**config.mk**
```make
export PLATFORM = sky130hd
export DESIGN_NAME = mem_sram_ctrl
export DESIGN_NICKNAME = d
export VERILOG_FILES = /design/src/rtl/mem_sram_ctrl.sv
export SDC_FILE = /design/constraint.sdc
export NUM_CORES = 1
export LEC_CHECK = 0
export CAP_MARGIN = 20
export CORE_AREA = 2 2 116 118
export CTS_CLUSTER_DIAMETER = 50
export DETAILED_ROUTE_END_ITERATION = 10
export DIE_AREA = 0 0 118 120
export PLACE_DENSITY = 0.74
export SYNTH_ARGS = -nofsm -noshare
export SYNTH_HDL_FRONTEND = slang
export SYNTH_SLANG_ARGS = --single-unit
```
**constraint.sdc**
```tcl
create_clock -name clk -period 5.24 [get_ports clk]
set_clock_uncertainty 0.2 [all_clocks]
set_input_delay 1.31 -clock clk [delete_from_list [all_inputs] [get_ports clk]]
set_output_delay 1.31 -clock clk [all_outputs]
set_load 0.05 [all_outputs]
```
**src/rtl/mem_sram_ctrl.sv**
```systemverilog
// mem_sram_ctrl: splits n-bit loads/stores into two 16-bit SRAM half-accesses with fixed wait states.
// Define MEM_LAST_READ_EN to add a one-entry last-read buffer that answers repeated loads without SRAM.
module mem_sram_ctrl #(
  parameter int n           = 32,
  parameter int WAIT_CYCLES = 2
) (
  input  logic         clk,
  input  logic         rst,
  input  logic         mem_r_en,
  input  logic         mem_w_en,
  input  logic [n-1:0] alu_res,
  input  logic [n-1:0] st_val,
  output logic         ready,
  output logic [n-1:0] data_mem,
  output logic [17:0]  sram_addr,
  output logic [15:0]  sram_dq_o,
  input  logic [15:0]  sram_dq_i,
  output logic         sram_dq_oe,
  output logic         sram_we_n
);

  typedef enum logic [1:0] {IDLE, LO, HI, DONE} state_t;

  localparam logic [3:0] CntLoad = 4'(WAIT_CYCLES - 1);

  state_t       state_q, state_d;
  logic [3:0]   cnt_q, cnt_d;
  logic [16:0]  wa_q, wa_d, waIn;
  logic         wr_q, wr_d;
  logic [31:0]  st_q, st_d;
  logic [15:0]  loBuf_q;
  logic [n-1:0] dataMem_q;
  logic [17:0]  addr_q, addr_d;
  logic [15:0]  dqO_q, dqO_d;
  logic         oe_q, oe_d;
  logic         weN_q, weN_d;
  logic         req, hit, accept, busyD, lastLo, lastHi;
  logic         unusedAddr;

  assign req = mem_r_en | mem_w_en;

  // (alu_res - 1024) >> 2: 1024 has zero low bits, so the subtraction never borrows into bit 2
  assign waIn       = alu_res[18:2] - 17'd256;
  assign unusedAddr = ^{alu_res[n-1:19], alu_res[1:0]};

  assign accept = (state_q == IDLE) && req && !hit;
  assign lastLo = (state_q == LO) && (cnt_q == 4'd0);
  assign lastHi = (state_q == HI) && (cnt_q == 4'd0);

`ifdef MEM_LAST_READ_EN
  logic        lrValid_q;
  logic [16:0] lrTag_q;

  assign hit = (state_q == IDLE) && mem_r_en && !mem_w_en && lrValid_q && (lrTag_q == waIn);

  // data_mem already holds the tagged word, so only the tag and valid bit are stored
  always_ff @(posedge clk or negedge rst) begin
    if (!rst) begin
      lrValid_q <= 1'b0;
      lrTag_q   <= '0;
    end else if (lastHi && !wr_q) begin
      lrValid_q <= 1'b1;
      lrTag_q   <= wa_q;
    end else if ((state_q == IDLE) && mem_w_en && (lrTag_q == waIn)) begin
      lrValid_q <= 1'b0;
    end
  end
`else
  assign hit = 1'b0;
`endif

  always_comb begin
    state_d = state_q;
    cnt_d   = cnt_q;
    wa_d    = wa_q;
    wr_d    = wr_q;
    st_d    = st_q;
    unique case (state_q)
      IDLE: begin
        if (accept) begin
          state_d = LO;
          cnt_d   = CntLoad;
          wa_d    = waIn;
          wr_d    = mem_w_en;
          st_d    = st_val[31:0];
        end
      end
      LO: begin
        if (cnt_q == 4'd0) begin
          state_d = HI;
          cnt_d   = CntLoad;
        end else begin
          cnt_d = cnt_q - 4'd1;
        end
      end
      HI: begin
        if (cnt_q == 4'd0) begin
          state_d = DONE;
          cnt_d   = CntLoad;
        end else begin
          cnt_d = cnt_q - 4'd1;
        end
      end
      DONE: begin
        state_d = IDLE;
        cnt_d   = CntLoad;
      end
      default: state_d = IDLE;
    endcase
  end

  // SRAM pins are registered, so they are derived from the state being entered
  always_comb begin
    busyD = (state_d == LO) || (state_d == HI);
    oe_d  = busyD && wr_d;
    weN_d = !(oe_d && (cnt_d != 4'd0));
    addr_d = addr_q;
    dqO_d  = dqO_q;
    if (busyD) begin
      addr_d = {wa_d, (state_d == HI)};
      dqO_d  = (state_d == HI) ? st_d[31:16] : st_d[15:0];
    end
  end

  always_ff @(posedge clk or negedge rst) begin
    if (!rst) begin
      state_q   <= IDLE;
      cnt_q     <= '0;
      wa_q      <= '0;
      wr_q      <= 1'b0;
      st_q      <= '0;
      loBuf_q   <= '0;
      dataMem_q <= '0;
      addr_q    <= '0;
      dqO_q     <= '0;
      oe_q      <= 1'b0;
      weN_q     <= 1'b1;
    end else begin
      state_q <= state_d;
      cnt_q   <= cnt_d;
      wa_q    <= wa_d;
      wr_q    <= wr_d;
      st_q    <= st_d;
      addr_q  <= addr_d;
      dqO_q   <= dqO_d;
      oe_q    <= oe_d;
      weN_q   <= weN_d;
      if (lastLo && !wr_q) loBuf_q <= sram_dq_i;
      if (lastHi && !wr_q) dataMem_q <= n'({sram_dq_i, loBuf_q});
    end
  end

  assign ready      = !rst || (state_q == DONE) || ((state_q == IDLE) && (!req || hit));
  assign data_mem   = dataMem_q;
  assign sram_addr  = addr_q;
  assign sram_dq_o  = dqO_q;
  assign sram_dq_oe = oe_q;
  assign sram_we_n  = weN_q;

endmodule

```
Word level (Yosys, flattened, before mapping)
Index checks and enable logic that the tools add are counted.
{ "op_classes": {"addsub": 2, "n_eq_ne": 5, "muxes": 14, "bitwise_logic": 1, "reduce_logical": 19} }
{ "ops": {"columns": ["op", "n"], "rows": [
  ["32-bit two-way mux", 2],
  ["17-bit two-way mux", 2],
  ["17-bit by 9-bit subtractor with 17-bit output, second input constant", 1],
  ["16-bit two-way mux", 1],
  ["4-bit one-hot mux with 3 select lines", 1],
  ["1-bit logical AND", 8],
  ["4-bit two-way mux", 2],
  ["2-bit one-hot mux with 4 select lines", 1],
  ["2-bit equality test, second input constant", 3],
  ["2-bit two-way mux", 3],
  ["2-bit by 1-bit equality test with 1-bit output, second input constant", 2],
  ["1-bit logical NOT", 4],
  ["4-bit logical NOT", 1],
  ["4-bit nonzero test", 1],
  ["4-bit by 1-bit subtractor with 4-bit output, second input constant", 1],
  ["1-bit logical OR", 3],
  ["2-bit logical NOT", 1],
  ["1-bit two-way mux", 2],
  ["2-bit OR reduction", 1],
  ["1-bit OR", 1]
]} }
{ "word_totals": {"ff_bits": 140, "input_bits": 84, "out_inout_bits": 69, "elab_cells": 52} }

Longest topological paths before layout
{ "logic_depth": {"ltp_word": 9, "depth_mapped": 13, "depth_no_buf": 10} }

Worst setup path before layout
OpenSTA, ideal clock, no wires.
{ "synth_path": {"path_kind": "input-to-output", "start": "input port mem_w_en", "end": "output port ready", "t_arrival_ns": 2.237, "slack_ns": 1.493, "stages": 3, "path_buffers": 1, "cell_sequence": "or3b_1 -> clkbuf_1 -> nand3b_1"} }
{ "synth_via": {"elab_chain_cells": 4} }
{ "synth_lines": {"columns": ["item", "line_no", "rtl"], "rows": [
  ["start, declared", "10", "input logic mem_w_en,"],
  ["1-bit OR", "40", "assign req = mem_r_en | mem_w_en;"],
  ["1-bit logical NOT", "153", "assign ready = !rst || (state_q == DONE) || ((state_q == IDLE) && (!req || hit));"],
  ["1-bit logical AND", "153", null],
  ["1-bit logical OR", "153", null],
  ["end, declared", "13", "output logic ready,"]
]} }
No other way between the ends.

Worst setup path after layout
Same ends and word-level chain as after synthesis.

==> summary.md <==
| Metric | Value |
|---|---|
| CP Data Arrival Time | `about 3300 ps` |
| Post-synth ARST share | `1.000` |
| Synthesized instance count | `433` |
| Yosys cell types | `40` |
| Least-Margin Pin Slew | `just over 1000 ps` |
| VDD IR-drop max | `slightly above 0.4 mV` |
| Final core occ | `0.6010` |
| Synthesis Warnings | `0` |
| Vias per cell | `4.988` |
| Core Area | `0.01298 sq mm` |
| Reg2Reg Capture Point | `sram_dq_o[6]$_DFFE_PN0P_` |
| Endpoints failing hold | `0` |
| Overflow after GRT | `0` |
| Die area | `between 0.01 and 0.015 sq mm` |
| Pin count of the biggest net entering global routing | `between 80 and 90` |
| Power density cells | `around 800 mW/mm^2` |
| Post-synth EDFFs | `0` |
| CTS Buf Count | `17` |
| Multi-input gate area | `0.002008 sq mm` |
| Min-delay src | `wa_q[4]$_DFF_PN0_` |
| Fraction of layout cells with a size suffix above 1 | `0.2376` |
| Starting Density | `0.4357` |
| Antenna Cells | `0` |
| # resized after CTS | `0` |
| CTS tree | `done` |
| Register Area | `approximately 0.0035 sq mm` |
| Root Buffer | `clkbuf_16` |
| Routed wire length | `between 10000 and 15000 um` |
| Yosys reg bits | `140` |
| Final Max Slew Viols | `0` |
| Die height | `120 um` |
| Synth-to-Final Area Change | `37.94%` |
| Netlist Area Pre-Place | `roughly 0.0057 sq mm` |
| Post-CTS Setup Repair Bufs | `0` |
| Clock buffer depth | `2` |
| Synth area leaders | `dfrtp_1, mux2_2, nand2_1` |
| Unrepaired setup endpoints after global routing | `no` |
| Status | `completed` |
| Initial antenna violation count | `0` |
| Filler cell count | `~1100` |
| Total GRT Usage | `0.1812` |
| R2R setup slack | `about 1700 ps` |
| Worst r2r src | `state_q[0]$_DFF_PN0_` |
| Worst Hold End | `wa_q[4]$_DFF_PN0_` |
| Clk Latency, worst-skew pair | `a little over 400 ps` |
| Crit Path Category | `input pin to primary output` |
| Slew Limit Headroom | `0.3082` |
| Cell Rows | `42` |
| Total of max-cap violations | `0` |
| PortBufs | `about 140` |
| First-pass GRT wire length | `between 20000 and 25000 um` |
| Critical-path maximum fanout | `8` |
| Top cell type's share of synthesized area | `0.6150` |
| Hold depth | `2` |
| Die Span X | `about 120 um` |
| Most frequent cells in the layout | `dfrtp_1, clkdlybuf4s50_1, mux2_2` |
| Worst path required time | `~3700 ps` |
| Post-DR wirelength/cell | `approximately 16 um` |
| Reg2reg path depth | `8` |
| DRT iter0 DRCs | `209` |
| Average size of a mapped cell | `~13 sq um` |
| Fin crit period | `around 4800 ps` |
| Final setup vio count | `0` |
| Post-synthesis cell type with the largest combined area | `dfrtp_1` |
| DRC | `0` |
| Fin Setup TNS | `0 ps` |
| Static Leakage | `between 0.003 and 0.004 uW` |
| FMAX | `210.1 MHz` |
| DR pass1 iterations | `4` |
| Main synth FF type | `dfrtp_1` |
| Clk pin slew, worst setup/hold paths | `50 ps` |
| Period utilization | `0.9081` |
| Ports | `about 150` |
| Register area share after synthesis | `0.6197` |
| Vias post-DR | `between 3000 and 4000` |
| Post-CTS Hold Buffers | `0` |
| Startpoint types | `input pin` |
| Worst hold slack | `about 270 ps` |
| Htree depth | `4` |
| Detailed placement HPWL | `roughly 8000 um` |
| Final GP Congestion | `0.7946` |
| Post-layout net count | `approximately 660` |
| Critical Path End Type | `primary output` |
| Mapped Nets | `between 500 and 600` |
| Worst min path class | `flop to flop` |
| Most common cell after layout, fill and taps aside | `dfrtp_1` |
| Vias in the first global route | `approximately 4000` |
| Total clock sinks | `140` |
| Antenna-violating nets left | `0` |
[sequential cells by signal, summed over array words and instances, names as in the netlist]
| register | count |
|---|---|
| wa_q | 17 |
| sram_dq_o | 16 |
| sram_we_n | 1 |
| sram_addr | 18 |
| state_q | 2 |
| sram_dq_oe | 1 |
| loBuf_q | 16 |
| wr_q | 1 |
| data_mem | 32 |
| cnt_q | 4 |
| st_q | 32 |
[synthesized netlist by cell type, types with 3 or more instances]
cell type and instances:
a21oi_1 5, a31oi_1 5, buf_2 6, buf_6 4
clkbuf_1 11, dfrtp_1 139, ha_1 8, inv_1 6
mux2_2 93, nand2_1 49, nor2_1 39, nor2b_1 3
nor3_1 3, o21ai_0 8, o22ai_1 3, o31ai_1 20
[metrics by stage]
step | instance area, sq um | instances | worst slack (ps) | total power, uW
after floorplan | 5655 | 433 | 1493 | 4052
after detailed placement | 7162 | 728 | 472.4 | 4977
after global placement | 7162 | 728 | 506.6 | 4881
after global routing | 7801 | 761 | 403.8 | 6527
after CTS | 7774 | 760 | 482.7 | 6220
final | 7801 | 761 | 481.5 | 6156
[layer usage]
layer / track usage / wire [um] / share of wire / up-vias
met2: 0.2918 / 5912 / 0.49 / 97
met4: 0.08283 / 294 / 0.025 / 0
met5: 0 / 0 / 0 / -
met1: 0.2254 / 5198 / 0.43 / 1894
met3: 0.05561 / 572 / 0.048 / 25
li1: - / - / - / 1780
[power breakdown]
| part | switching [uW] | internal, uW |
|---|---|---|
| Combinational | 1850 | 1210 |
| Clock | 439 | 783 |
| Sequential | 229 | 1650 |
| Total | 2520 | 3640 |
[worst max-delay path, stage by stage]
cell,delay (ps)
clkdlybuf4s50_1,450
or3b_1,530
nand3b_1,150
clkdlybuf4s50_1,800
[worst max path at each step]
stage / start / to / slack [ps]
after floorplan: mem_w_en / ready / 1490
after global placement: mem_w_en / ready / 510
after detailed placement: mem_w_en / ready / 470
after CTS: mem_w_en / ready / 480
after global routing: mem_w_en / ready / 400
final: mem_w_en / ready / 480
[cell type report]
class	count	share of cell area
tap	176	0.02823
timing repair buffer	142	0.1833
multi-input combinational	264	0.2574
sequential	140	0.4492
clock buffer	21	0.06030
inverter	7	0.003368
clock inverter	11	0.01812
[logic make-up after synthesis]
family                     Yosys count  synth area share
DFF                                140            0.6197
and+or+nand+nor                    109           0.08473
muxes                               95            0.1892
AOI/OAI and AO/OA                   49           0.05819
buffers and inverters               29           0.02588
adders and majority gates            8           0.01770
xor gates and xnor gates             3          0.004647
(Power assumes the default switching activity.)
